==> src/rtl/l2_arb_pkg.sv <==
// Shared types and helpers for the L2 TCDM round-robin arbiter.
//   tcdm_req_t : slave-side request payload (add, wen, wdata, be)
//   tcdm_rsp_t : slave-side response payload (rdata)
//   idx_w      : index width for N items (at least 1 bit)
//   rr_pick    : first set bit of req_vec at or after ptr, wrapping at n
package l2_arb_pkg;

  localparam int unsigned L2_ADDR_W   = 32;
  localparam int unsigned L2_DATA_W   = 32;
  localparam int unsigned L2_BE_W     = L2_DATA_W / 8;
  localparam int unsigned MAX_MASTERS = 32;
  localparam int unsigned MAX_IDX_W   = 5;

  typedef struct packed {
    logic [L2_ADDR_W-1:0] add;
    logic                 wen;
    logic [L2_DATA_W-1:0] wdata;
    logic [L2_BE_W-1:0]   be;
  } tcdm_req_t;

  typedef struct packed {
    logic [L2_DATA_W-1:0] rdata;
  } tcdm_rsp_t;

  function automatic int unsigned idx_w(input int unsigned n);
    return (n <= 1) ? 1 : $clog2(n);
  endfunction

  // Scan n positions starting at ptr; constant trip count keeps it synthesizable.
  function automatic int unsigned rr_pick(input logic [MAX_MASTERS-1:0] req_vec,
                                          input int unsigned ptr,
                                          input int unsigned n);
    int unsigned idx;
    int unsigned pick;
    logic        found;
    pick  = 0;
    found = 1'b0;
    for (int unsigned k = 0; k < MAX_MASTERS; k++) begin
      idx = ptr + k;
      if (idx >= n) idx = idx - n;
      if (k < n && !found && req_vec[idx[MAX_IDX_W-1:0]]) begin
        pick  = idx;
        found = 1'b1;
      end
    end
    return pick;
  endfunction

endpackage

==> src/rtl/l2_arb_id_fifo.sv <==
// In-order ID FIFO: remembers which master owns each outstanding transaction.
// Ports:
//   i_clk, i_clr (sync active-high clear)
//   i_push/i_push_data : enqueue a master index (ignored when full)
//   i_pop              : dequeue the head (ignored when empty)
//   o_pop_data         : current head index
//   o_full/o_empty     : occupancy flags
module l2_arb_id_fifo
  import l2_arb_pkg::*;
#(
  parameter int unsigned WIDTH = 2,
  parameter int unsigned DEPTH = 4
) (
  input  logic             i_clk,
  input  logic             i_clr,
  input  logic             i_push,
  input  logic [WIDTH-1:0] i_push_data,
  input  logic             i_pop,
  output logic [WIDTH-1:0] o_pop_data,
  output logic             o_full,
  output logic             o_empty
);

  localparam int unsigned PTR_W = $clog2(DEPTH);
  localparam int unsigned CNT_W = PTR_W + 1;

  logic [WIDTH-1:0] r_mem [DEPTH];
  logic [PTR_W-1:0] r_wr_ptr;
  logic [PTR_W-1:0] r_rd_ptr;
  logic [CNT_W-1:0] r_cnt;
  logic             w_push;
  logic             w_pop;

  // Full blocks a push even when a pop happens in the same cycle.
  assign w_push     = i_push && !o_full;
  assign w_pop      = i_pop && !o_empty;
  assign o_full     = (r_cnt == CNT_W'(DEPTH));
  assign o_empty    = (r_cnt == '0);
  assign o_pop_data = r_mem[r_rd_ptr];

  // Pointers and occupancy; power-of-2 depth lets pointers wrap naturally.
  always_ff @(posedge i_clk) begin
    if (i_clr) begin
      r_wr_ptr <= '0;
      r_rd_ptr <= '0;
      r_cnt    <= '0;
    end else begin
      if (w_push) r_wr_ptr <= r_wr_ptr + PTR_W'(1);
      if (w_pop)  r_rd_ptr <= r_rd_ptr + PTR_W'(1);
      if (w_push && !w_pop)      r_cnt <= r_cnt + CNT_W'(1);
      else if (!w_push && w_pop) r_cnt <= r_cnt - CNT_W'(1);
    end
  end

  // Storage needs no reset: entries are only read while counted valid.
  always_ff @(posedge i_clk) begin
    if (w_push) r_mem[r_wr_ptr] <= i_push_data;
  end

endmodule

==> src/rtl/l2_tcdm_rr_arbiter.sv <==
// Shares one L2 TCDM slave port among NB_MASTERS masters.
// Round-robin arbitration with a high-priority class (HI_PRIO_MASK), a winner
// lock while the slave stalls, and an in-order ID FIFO that routes responses.
// Ports:
//   clk_i, rst_i (sync active-high)
//   m_req_i/m_add_i/m_wen_i/m_wdata_i/m_be_i : flattened per-master requests
//   m_gnt_o, m_r_valid_o, m_r_rdata_o        : per-master grant / response
//   s_req_o/s_add_o/s_wen_o/s_wdata_o/s_be_o : muxed request to L2
//   s_gnt_i, s_r_valid_i, s_r_rdata_i        : L2 grant / in-order response
//   err_o                                    : sticky, response with no owner
module l2_tcdm_rr_arbiter
  import l2_arb_pkg::*;
#(
  parameter int unsigned            NB_MASTERS   = 4,
  parameter int unsigned            ADDR_W       = L2_ADDR_W,
  parameter int unsigned            DATA_W       = L2_DATA_W,
  parameter int unsigned            MAX_OUTST    = 4,
  parameter logic [NB_MASTERS-1:0]  HI_PRIO_MASK = NB_MASTERS'(1)
) (
  input  logic                           clk_i,
  input  logic                           rst_i,
  input  logic [NB_MASTERS-1:0]          m_req_i,
  input  logic [NB_MASTERS*ADDR_W-1:0]   m_add_i,
  input  logic [NB_MASTERS-1:0]          m_wen_i,
  input  logic [NB_MASTERS*DATA_W-1:0]   m_wdata_i,
  input  logic [NB_MASTERS*DATA_W/8-1:0] m_be_i,
  output logic [NB_MASTERS-1:0]          m_gnt_o,
  output logic [NB_MASTERS-1:0]          m_r_valid_o,
  output logic [DATA_W-1:0]              m_r_rdata_o,
  output logic                           s_req_o,
  output logic [ADDR_W-1:0]              s_add_o,
  output logic                           s_wen_o,
  output logic [DATA_W-1:0]              s_wdata_o,
  output logic [DATA_W/8-1:0]            s_be_o,
  input  logic                           s_gnt_i,
  input  logic                           s_r_valid_i,
  input  logic [DATA_W-1:0]              s_r_rdata_i,
  output logic                           err_o
);

  localparam int unsigned BE_W  = DATA_W / 8;
  localparam int unsigned IDX_W = idx_w(NB_MASTERS);

  logic [NB_MASTERS-1:0] w_hi_req;
  logic [NB_MASTERS-1:0] w_elig;
  logic [IDX_W-1:0]      w_pick;
  logic [IDX_W-1:0]      w_winner;
  logic [IDX_W-1:0]      w_head;
  logic [IDX_W-1:0]      r_rr_ptr;
  logic [IDX_W-1:0]      r_lock_idx;
  logic                  r_lock_vld;
  logic                  r_err;
  logic                  w_lock_hold;
  logic                  w_lock_drop;
  logic                  w_req;
  logic                  w_hs;
  logic                  w_pop;
  logic                  w_full;
  logic                  w_empty;
  tcdm_req_t             w_sel;
  tcdm_rsp_t             w_rsp;

  // Arbitration: high-priority filter, round-robin pick, then the stall lock.
  always_comb begin
    w_hi_req    = m_req_i & HI_PRIO_MASK;
    w_elig      = (|w_hi_req) ? w_hi_req : m_req_i;
    w_pick      = IDX_W'(rr_pick(MAX_MASTERS'(w_elig), 32'(r_rr_ptr), NB_MASTERS));
    w_lock_hold = r_lock_vld && m_req_i[r_lock_idx];
    // A locked master that withdraws costs one idle cycle before re-arbitration.
    w_lock_drop = r_lock_vld && !m_req_i[r_lock_idx];
    w_winner    = w_lock_hold ? r_lock_idx : w_pick;
    w_req       = !rst_i && !w_lock_drop && (|w_elig) && !w_full;
    w_hs        = w_req && s_gnt_i;
  end

  // Slave-side payload mux; idle bus reads as a zeroed read.
  always_comb begin
    w_sel     = '0;
    w_sel.wen = 1'b1;
    if (w_req) begin
      w_sel.add   = L2_ADDR_W'(m_add_i[w_winner*ADDR_W +: ADDR_W]);
      w_sel.wen   = m_wen_i[w_winner];
      w_sel.wdata = L2_DATA_W'(m_wdata_i[w_winner*DATA_W +: DATA_W]);
      w_sel.be    = L2_BE_W'(m_be_i[w_winner*BE_W +: BE_W]);
    end
  end

  assign s_req_o   = w_req;
  assign s_add_o   = ADDR_W'(w_sel.add);
  assign s_wen_o   = w_sel.wen;
  assign s_wdata_o = DATA_W'(w_sel.wdata);
  assign s_be_o    = BE_W'(w_sel.be);
  assign m_gnt_o   = w_hs ? (NB_MASTERS'(1) << w_winner) : '0;

  // Response demux: the FIFO head names the owner of the returning beat.
  assign w_pop       = s_r_valid_i && !w_empty && !rst_i;
  assign w_rsp.rdata = L2_DATA_W'(s_r_rdata_i);
  assign m_r_valid_o = w_pop ? (NB_MASTERS'(1) << w_head) : '0;
  assign m_r_rdata_o = DATA_W'(w_rsp.rdata);
  assign err_o       = r_err;

  l2_arb_id_fifo #(
    .WIDTH (IDX_W),
    .DEPTH (MAX_OUTST)
  ) u_id_fifo (
    .i_clk       (clk_i),
    .i_clr       (rst_i),
    .i_push      (w_hs),
    .i_push_data (w_winner),
    .i_pop       (w_pop),
    .o_pop_data  (w_head),
    .o_full      (w_full),
    .o_empty     (w_empty)
  );

  // Round-robin pointer, stall lock and sticky orphan-response flag.
  always_ff @(posedge clk_i) begin
    if (rst_i) begin
      r_rr_ptr   <= '0;
      r_lock_vld <= 1'b0;
      r_lock_idx <= '0;
      r_err      <= 1'b0;
    end else begin
      // High-priority grants leave the fairness order of the others untouched.
      if (w_hs && !HI_PRIO_MASK[w_winner]) begin
        r_rr_ptr <= (w_winner == IDX_W'(NB_MASTERS - 1)) ? '0 : w_winner + IDX_W'(1);
      end
      if (w_hs) begin
        r_lock_vld <= 1'b0;
      end else if (w_req) begin
        r_lock_vld <= 1'b1;
        r_lock_idx <= w_winner;
      end else if (w_lock_drop) begin
        r_lock_vld <= 1'b0;
      end
      if (s_r_valid_i && w_empty) r_err <= 1'b1;
    end
  end

endmodule

==> config.mk <==
export PLATFORM = sky130hd
export DESIGN_NAME = l2_tcdm_rr_arbiter
export DESIGN_NICKNAME = d
export VERILOG_FILES = /design/src/rtl/l2_arb_pkg.sv /design/src/rtl/l2_arb_id_fifo.sv /design/src/rtl/l2_tcdm_rr_arbiter.sv
export SDC_FILE = /design/constraint.sdc
export NUM_CORES = 1
export LEC_CHECK = 0
export BUFFER_PORTS_ARGS = -buffer_cell sky130_fd_sc_hd__buf_4
export CAP_MARGIN = 20
export CORE_AREA = 2 2 168 170
export CTS_CLUSTER_SIZE = 25
export DETAILED_ROUTE_END_ITERATION = 16
export DIE_AREA = 0 0 170 172
export SLEW_MARGIN = 20
export SYNTH_ARGS = -nofsm -noshare
export SYNTH_HDL_FRONTEND = slang
export SYNTH_SLANG_ARGS = --single-unit
==> constraint.sdc <==
create_clock -name clk_i -period 2.99 [get_ports clk_i]
set_input_delay 0.299 -clock clk_i [delete_from_list [all_inputs] [get_ports clk_i]]
set_output_delay 0.299 -clock clk_i [all_outputs]
set_load 0.01 [all_outputs]
# Word-level counts from Yosys, hierarchy flattened
# Memories as Yosys holds them, arrays and structs flattened. A register that Yosys moved wholly into a read port is not among the register bits.
# Cells that the tools add are included.
# op_classes
add_sub_neg	12
order_cmp	10
n_eq_ne	2
n_shift	5
mux	39
bitwise_logic	1
reduce_logical	34
# op_table
op	count
$shiftx A128 B8 Y32	2
$mux W69	1
$lt A5 B6 Y1 const B	4
$bmux W1 S5	4
$mux W5	4
$logic_and A1 B1 Y1	17
$mux W2	8
$shiftx A16 B5 Y4	1
$mux W1	14
$mux W4	3
$sub A3 B3 Y4 const B	3
$logic_not A1 Y1	11
$ge A3 B3 Y1 const B	3
$shl A1 B2 Y4 const A	2
$add A2 B1 Y2 const B	3
$add A2 B2 Y3 const B	2
$bmux W1 S2	3
$lt A2 B3 Y1 const B	2
$mux W3	2
$reduce_bool A2 Y1	2
$reduce_or A4 Y1	1
$sub A2 B3 Y4 const B	1
$add A2 B1 Y3 const B	1
$add A3 B1 Y3 const B	1
other kinds (8)	8
# totals
register_bits	13
mem_bits_rw	8
inputBits	316
out_inout_bits	111
wordCells	111
memories	1
# mem_list
memory	words	width	read_ports	rd_clocked_by_memory_dff	write_ports	line_no	rtl
u_id_fifo.r_mem	4	2	1	1	1	l2_arb_id_fifo.sv:27	logic [WIDTH-1:0] r_mem [DEPTH];

# Longest topological paths before layout
# Gate-level depths: netlist of the first run.
# logic_depth
depth_word	19
mapped_depth	16
depth_no_buf	12

# Modules after synthesis
# From an unflattened synthesis of the first run, not the netlist that was laid out.
# hier_totals
hier_cells	413
area_unflattened_um2	3713.6
# modules_own_cells
mod	n_inst	cells_each	area_per_inst_um2	seq_area_each_um2
l2_tcdm_rr_arbiter	1	355	2951.6	120.1
l2_arb_id_fifo	1	58	762.0	420.4

# Worst setup path after synthesis of the first run
# OpenSTA, ideal clock, no wires.
# synth_path
kind	register -> output
startpoint	register r_rr_ptr[0]
endpoint	output m_gnt_o[0]
t_arrival_ps	2940
required_time_ps	2691
slack_ps	-249
path_stages_with_launch	15
path_buffers	4
cell_sequence	dfxtp_1 > buf_2 > inv_1 > ha_1 > buf_2 > mux2_1 > a211oi_1 > and4bb_1 > nand3_1 > nand3_1 > inv_2 > buf_6 > buf_6 > ha_1 > and3_1
# synth_via
elab_chain_len	17
elab_cells_between_ends	39
classes_between	7 x add/sub; 4 x order compare; 1 x shift; 21 x mux; 6 x reduce/logical
# synth_lines
item	line_no	rtl
start, declared	l2_tcdm_rr_arbiter.sv:49	logic [IDX_W-1:0] r_rr_ptr;
start signal, assigned	l2_tcdm_rr_arbiter.sv:126	r_rr_ptr <= (w_winner == IDX_W'(NB_MASTERS - 1)) ? '0 : w_winner + IDX_W'(1);
parallel branches: the longest is 13 deep, another holds $sub A3 B3 Y4	-	
$mux W2 (*)	l2_arb_pkg.sv:41	if (k < n && !found && req_vec[idx[MAX_IDX_W-1:0]]) begin
$mux W2 (*)	l2_tcdm_rr_arbiter.sv:71	w_winner = w_lock_hold ? r_lock_idx : w_pick;
via u_id_fifo.i_push_data[0]	l2_arb_id_fifo.sv:17	input logic [WIDTH-1:0] i_push_data,
$shl A1 B2 Y4 (*)	l2_tcdm_rr_arbiter.sv:93	assign m_gnt_o = w_hs ? (NB_MASTERS'(1) << w_winner) : '0;
$mux W4 (*)	l2_tcdm_rr_arbiter.sv:93	
end, declared	l2_tcdm_rr_arbiter.sv:27	output logic [NB_MASTERS-1:0] m_gnt_o,
# Mark *: on every way through the listed nets, which the timed path passes. The select of a mux whose other input is x is not followed.

# Final worst setup path of the first run
# layout_path
startpoint	register r_rr_ptr[0]
endpoint	output s_add_o[12]
# layout_via
elab_chain_len	17
elab_cells_between_ends	39
classes_between	7 x add/sub; 4 x order compare; 1 x shift; 21 x mux; 6 x reduce/logical
# layout_lines
item	line_no	rtl
parallel branches: the longest is 13 deep, another holds $sub A3 B3 Y4	-	
$mux W2 (*)	l2_arb_pkg.sv:41	
$mux W2 (*)	l2_tcdm_rr_arbiter.sv:71	
via u_id_fifo.i_push_data[0]	l2_arb_id_fifo.sv:17	
$shiftx A128 B8 Y32 (*)	l2_tcdm_rr_arbiter.sv:81	w_sel.add = L2_ADDR_W'(m_add_i[w_winner*ADDR_W +: ADDR_W]);
$mux W69 (*)	l2_tcdm_rr_arbiter.sv:80	if (w_req) begin
end, declared	l2_tcdm_rr_arbiter.sv:31	output logic [ADDR_W-1:0] s_add_o,
# Marks and branches as above.

==> results_dict.tcl, run 1 <==
set metrics [dict create \
    rsz0062_at_grt "yes" \
    cts_max_level 1 \
    ys_ff_latch 23 \
    combPwrFrac 0.809 \
    clk_pin_slew_ns 0.06 \
    yosysTopAreaCell "mux2i_1" \
    yosys_warnings 0 \
    slew_viol_final 0 \
    swShare 0.403 \
    yosys_most_used_dff "dfxtp_1" \
    hold_buffers 0 \
    critPathLaunchType "register" \
    syn_nets 747 \
    synth.cell_area_um2 3770 \
    maxCapViolations 0 \
    fp-row-count 61 \
    antenna_found_initial 0 \
    crit_type "reg -> out" \
    async_flop_share 0 \
    cp-startpoint "r_rr_ptr[0]$_SDFFE_PP0P_" \
    final_cell_mix "381 x buf_4, 122 x mux2i_1, 62 x o22ai_1, 16 x nor2_1, 16 x buf_6" \
    arrival_ns 2.92 \
    avgSynthCellArea_um2 9.00 \
    top_layer "met4" \
    synth_seq_area_share 0.143 \
    grt_start_max_net_pins 37 \
    dp_hpwl_um 16100 \
    drt.antenna.violating_nets 0 \
    syn_inst 419 \
    die_w_um 170 \
    fin_cells 1130 \
    dpl_cell_area_um2 6880 \
    max-vdd-ir-drop_v 0.000224 \
    drc 0 \
    layout-drive-gt1-share 0.626 \
    hold_violations 0 \
    cts_root_buf "clkbuf_16" \
    worstMarginPinSlew_ns 0.521 \
    power.leakage_nw 4.11 \
    hp-start "s_r_valid_i" \
    synth_edf_count 8 \
    initial_core_util 0.137 \
    grt_pass1_vias 4681 \
    setup_viol 71 \
    wl_um 20300 \
    fin_worst_skew_ns 0.00391 \
    firstDrtPassIters 6 \
    layout_commonest_cell "buf_4" \
    final_core_util 0.281 \
    diodes 0 \
    crit_path_end_kind "output port" \
    yosysTopAreaCellShare 0.374 \
    r2r_setup_slack_ns 0.05 \
    io_pins 427 \
    hold_depth 3 \
    clkPwrFrac 0.079 \
    p_per_area_nw_per_um2 482 \
    dr_wl_met3_um 1500 \
    hold_ws_ns 0.274 \
    power_w 0.00372 \
    cts-buffers-inserted 3 \
    die_area_um2 29200 \
    violations "setup timing" \
    dp.cells 1106 \
    nets 1113 \
    synth_area_leaders "mux2i_1 37%, o22ai_1 11%, dfxtp_1 8.0%" \
    vias 4750 \
    track_usage 0.124 \
    worst_slack_ns -0.230 \
    crit_required_ns 2.69 \
    timing.rr.start "r_rr_ptr[0]$_SDFFE_PP0P_" \
    final_cell_area_um2 7720 \
    portBuffers 362 \
    worstRegToRegCells 15 \
    n_fill_cell 2935 \
    met1_length_um 8750 \
    outcome "finished, violations left" \
    seq_area_um2 543 \
    layout_min_cycle_time_ns 3.22 \
    intPower_w 0.00222 \
    grt_overflow 0 \
    max_slew_margin 0.649 \
    crit_path_end "s_add_o[12]" \
    power_frac_seq 0.112 \
    r2r-end "r_rr_ptr[0]$_SDFFE_PP0P_" \
    areaGrowthSynthToFinish_pct 105 \
    multiInputGateArea_um2 2970 \
    met2WireLength_um 9800 \
    yosysUniqueCellTypes 50 \
    fmax_mhz 311 \
    core_um2 27500 \
    cts.sinks 23 \
    clockBufferDepth 2 \
    wl_per_cell_um 17.9 \
    first_iter_violations 216 \
    via_per_inst 4.20 \
    gp_congestion 0.795 \
    cts_tree "done" \
    finalCritPeriodShare 1.08 \
    hold_path.class "in -> reg" \
    die_y_um 172 \
    p_switching_w 0.00150 \
    grt_pass1_wl_um 27800 \
    crit_fanout 6 \
    clkLatencyLatePin_ns 0.26 \
]
[logic make-up after synthesis]
kind of cell,synth area share
AO/OA/AOI/OAI,0.159
adder cells (fa/ha/maj),0.0418
buffers and inverters,0.146
multiplexers,0.408
flip-flops,0.143
XOR/XNOR,0.0116
AND/OR/NAND/NOR,0.0906
[stage by stage]
stage / setup TNS, ns / setup slack (ns)
finish: -10.98 / -0.230
global placement: -0.476 / -0.361
CTS: -6.53 / -0.181
detailed placement: -0.478 / -0.353
floorplan: 0 / 0.0104
global route: -19.45 / -0.352
[sequential cells by signal (all words and copies together), names as in the netlist, named ones only]
signal	flops
u_id_fifo.r_rd_ptr	2
r_lock_idx	2
u_id_fifo.r_wr_ptr	2
u_id_fifo.r_mem	8
r_rr_ptr	2
r_lock_vld	1
u_id_fifo.r_cnt	3
err_o	1
[worst max-delay path: stages (launching register included)]
cell and delay [ns]:
dfxtp_2 0.34, buf_6 0.12, mux2_4 0.33, a221oi_4 0.37, and3_1 0.27, nand3_2 0.12
nand3_4 0.13, inv_8 0.07, buf_12 0.13, buf_16 0.14, buf_6 0.12, mux2i_1 0.12
o22ai_1 0.24, buf_4 0.17
[synth_stat cells (all sizes together), types with 2 or more instances]
cell type	n
mux2i	141
o22ai	69
buf	55
nor2	17
dfxtp	15
nand2	13
and3	12
clkbuf	12
ha	11
inv	11
edfxtp	8
mux2	5
a21oi	4
nor3	4
a211oi	3
mux4	3
nor3b	3
o21ai	3
xor2	3
a221oi	2
and2	2
nand2b	2
nand3	2
nor2b	2
o22a	2
xnor2	2
[metal layers]
layer,global-route usage,vias up
met2,0.198,202
li1,-,2304
met1,0.176,2218
met3,0.0252,26
met5,0,-
met4,0.0193,0
[power by group through the flow]
stage                     combinational [W]  clock, W  sequential, W
after floorplan                     0.00139         0       0.000417
after global placement              0.00244         0       0.000423
after detailed placement            0.00247         0       0.000423
after CTS                           0.00295  0.000300       0.000418
after global routing                0.00320  0.000313       0.000426
final                               0.00301  0.000293       0.000417
[repair_timing]
item	CTS	global route
setup buffers	10	4
gates cloned	5	1
pin swaps	34	3
resized for setup	84	17
endpoints found under the setup margin	71	75
[worst min path at each step]
stage | to | slack [ns]
finish | err_o$_SDFFE_PP0P_ | 0.27
global route | err_o$_SDFFE_PP0P_ | 0.30
CTS | err_o$_SDFFE_PP0P_ | 0.28
detailed placement | err_o$_SDFFE_PP0P_ | 0.47
global placement | err_o$_SDFFE_PP0P_ | 0.46
floorplan | r_rr_ptr[1]$_SDFFE_PP0P_ | 0.37
[area by class of cell]
cell class	instances	area share
repair buffers	428	0.471
flip-flops and latches	23	0.0703
clock inverters	1	0.000648
multi-input cells	318	0.385
inverters	11	0.00697
clock buffers	3	0.00972
well taps	346	0.0561
Power figures use the tool's default switching activity.
==> run 2, diff against run 1 <==
--- a/config.mk
+++ b/config.mk
@@ -7,11 +7,12 @@
 export LEC_CHECK = 0
 export BUFFER_PORTS_ARGS = -buffer_cell sky130_fd_sc_hd__buf_4
 export CAP_MARGIN = 20
-export CORE_AREA = 2 2 168 170
+export CORE_AREA = 2 2 167 169
 export CTS_CLUSTER_SIZE = 25
 export DETAILED_ROUTE_END_ITERATION = 16
-export DIE_AREA = 0 0 170 172
+export DIE_AREA = 0 0 169 171
 export SLEW_MARGIN = 20
 export SYNTH_ARGS = -nofsm -noshare
 export SYNTH_HDL_FRONTEND = slang
+export SYNTH_HIERARCHICAL = 1
 export SYNTH_SLANG_ARGS = --single-unit
==> constraint.sdc (replaced) <==
create_clock -name clk_i -period 4.1 [get_ports clk_i]
set_input_delay 0.41 -clock clk_i [delete_from_list [all_inputs] [get_ports clk_i]]
set_output_delay 0.41 -clock clk_i [all_outputs]
set_load 0.01 [all_outputs]
==> results_dict.tcl, run 2 <==
set metrics [dict create \
    seq_area_um2 541 \
    maxCapViolations 0 \
    wl_per_cell_um 16.5 \
    avgSynthCellArea_um2 8.99 \
    clk_pin_slew_ns 0.06 \
    dr_wl_met3_um 1110 \
    clkPwrFrac 0.116 \
    top_register "u_id_fifo/r_mem" \
    multiInputGateArea_um2 2680 \
    track_usage 0.108 \
    async_flop_share 0 \
    setup_viol 0 \
    nets 1042 \
    crit_slowest_cell "dfxtp_1" \
    cts-buffers-inserted 3 \
    met1_length_um 7320 \
    intPower_w 0.00109 \
    drt.antenna.violating_nets 0 \
    layout-drive-gt1-share 0.540 \
    combPwrFrac 0.723 \
    via_per_inst 4.19 \
    io_pins 427 \
    drc 0 \
    max-vdd-ir-drop_v 0.000128 \
    top_layer "met4" \
    portBuffers 362 \
    syn_inst 413 \
    synth_area_leaders "mux2i_1 39%, o22ai_1 12%, dfxtp_1 8.1%" \
    crit_fanout 81 \
    layout_min_cycle_time_ns 3.80 \
    largestRegisters "u_id_fifo/r_mem: 8 flops, u_id_fifo/r_cnt: 3 flops" \
    synth_edf_count 8 \
    slew_viol_final 0 \
    synth.cell_area_um2 3710 \
    crit_path_end_kind "output port" \
    arrival_ns 3.39 \
    cts.sinks 23 \
    crit_required_ns 3.69 \
    fin_worst_skew_ns 0.00246 \
    yosysMostFrequentCell "mux2i_1" \
    max_slew_margin 0.443 \
    die_area_um2 28900 \
    cts-resized-gates 0 \
    synth_common_cells "143 x mux2i_1, 70 x o22ai_1, 35 x buf_4" \
    ys_ff_latch 23 \
    worstMarginPinSlew_ns 0.834 \
    hold_ws_ns 0.398 \
    fp-row-count 61 \
    wl_um 17600 \
    hold_path.class "in -> reg" \
    dp.cells 1059 \
    worstRegToRegCells 12 \
    cpPeakStageDelay_ns 0.47 \
    syn_nets 737 \
    yosys_warnings 6 \
    antenna_found_initial 0 \
    cts_tree "done" \
    hold_buffers 0 \
    first_iter_violations 192 \
    met2WireLength_um 8870 \
    pre_cts_ws_ns 0.612 \
    areaGrowthSynthToFinish_pct 77.4 \
    die_y_um 171 \
    synth_seq_area_share 0.146 \
    yosysTopAreaCellShare 0.385 \
    p_per_area_nw_per_um2 276 \
    holdPathEnd "err_o$_SDFFE_PP0P_" \
    outcome "complete, no violations" \
    finalSetupTns_ns 0 \
    crit_type "reg -> out" \
    p_switching_w 0.000732 \
    final_core_util 0.241 \
    clockBufferDepth 2 \
    r2r-end "u_id_fifo/r_cnt[2]$_SDFFE_PP0P_" \
    power.leakage_nw 3.04 \
    path_delay_family "compound AO/OA/AOI/OAI gates" \
    gp_congestion 0.806 \
    core_um2 27300 \
    final_cell_mix "366 x buf_4, 143 x mux2i_1, 70 x o22ai_1, 15 x dfxtp_1, 14 x nor2_1" \
    fmax_mhz 263 \
    cts_root_buf "clkbuf_16" \
    grt_overflow 0 \
    cts_setup_buffers 0 \
    clkLatencyLatePin_ns 0.26 \
    critPathLaunchType "register" \
    hold_violations 0 \
    diodes 0 \
    path_buf_inv 3 \
    yosys_most_used_dff "dfxtp_1" \
    timing.rr.start "u_id_fifo/r_cnt[0]$_SDFFE_PP0P_" \
    yosysTopAreaCell "mux2i_1" \
    power_frac_seq 0.161 \
    worst_slack_ns 0.296 \
    n_fill_cell 2990 \
    fin_cells 1063 \
    layout_commonest_cell "buf_4" \
    largest_register_ffs 8 \
    die_w_um 169 \
    grt_pass1_vias 4209 \
    critPathMostFrequentCell "mux2i_1" \
    grt_start_max_net_pins 82 \
    grt_pass1_wl_um 24500 \
    rsz0062_at_grt "no" \
    yosysUniqueCellTypes 50 \
    cts_max_level 1 \
    hold_depth 3 \
    finalCritPeriodShare 0.928 \
    vias 4449 \
    crit_chain "inv_1 > ha_1 > mux2i_1 > a2111o_1 > a41oi_4 > buf_12 > mux2i_1 > o22ai_1 > buf_4" \
    firstDrtPassIters 4 \
    hp-start "s_r_valid_i" \
    initial_core_util 0.136 \
    dp_hpwl_um 14800 \
    swShare 0.403 \
    r2r_setup_slack_ns 1.15 \
]
run 2: worst max-delay path by stage:
stage                                   startpoint           to  slack (ns)  depth (start not counted)
after floorplan           r_rr_ptr[0]$_SDFFE_PP0P_  s_add_o[25]        1.28                         11
after global placement    r_rr_ptr[0]$_SDFFE_PP0P_   s_add_o[5]        0.66                          9
after detailed placement  r_rr_ptr[0]$_SDFFE_PP0P_   s_add_o[5]        0.61                          9
after CTS                 r_rr_ptr[0]$_SDFFE_PP0P_   s_add_o[5]        0.32                          9
after global routing      r_rr_ptr[0]$_SDFFE_PP0P_   s_add_o[5]        0.17                          9
final                     r_rr_ptr[0]$_SDFFE_PP0P_   s_add_o[5]        0.30                          9
run 2: routing by layer:
| layer | vias to the layer above | track usage |
|---|---|---|
| met5 | - | 0 |
| met4 | 0 | 0.0219 |
| met3 | 14 | 0.0215 |
| met2 | 206 | 0.184 |
| met1 | 2056 | 0.142 |
| li1 | 2173 | - |
run 2: kinds of logic (layout without fill, tap and decap cells):
logic type,Yosys count,count (layout),synth area share
muxes,148,148,0.410
AOI/OAI and AO/OA,106,106,0.196
buffers and inverters,79,383,0.142
and+or+nand+nor,45,45,0.0691
DFF,23,23,0.146
adders and majority gates,8,8,0.0290
xor gates and xnor gates,4,4,0.00943
run 2: layout make-up:
type                    instances  area share
flip-flops and latches         23      0.0820
clock buffers                   4      0.0120
multi-input cells             311       0.406
inverters                       9     0.00513
well taps                     346      0.0657
repair buffers                370       0.429
run 2: tightest hold or removal path: stages:
cell and delay (ns):
buf_4 0.08, a21oi_1 0.05, nor2_1 0.07
run 2: power by group through the flow:
stage	logic, W	clock network [W]	registers, W
detailed placement	0.00133	0	0.000297
finish	0.00131	0.000211	0.000292
CTS	0.00133	0.000219	0.000292
floorplan	0.000773	0	0.000291
global placement	0.00132	0	0.000296
global route	0.00141	0.000228	0.000297
run 2: per-stage QoR:
step	area (um^2)	power (W)
5_1_grt	6590	0.00194
3_5_place_dp	6510	0.00162
4_1_cts	6590	0.00184
2_1_floorplan	3710	0.00106
3_3_place_gp	6510	0.00161
6_report	6590	0.00182
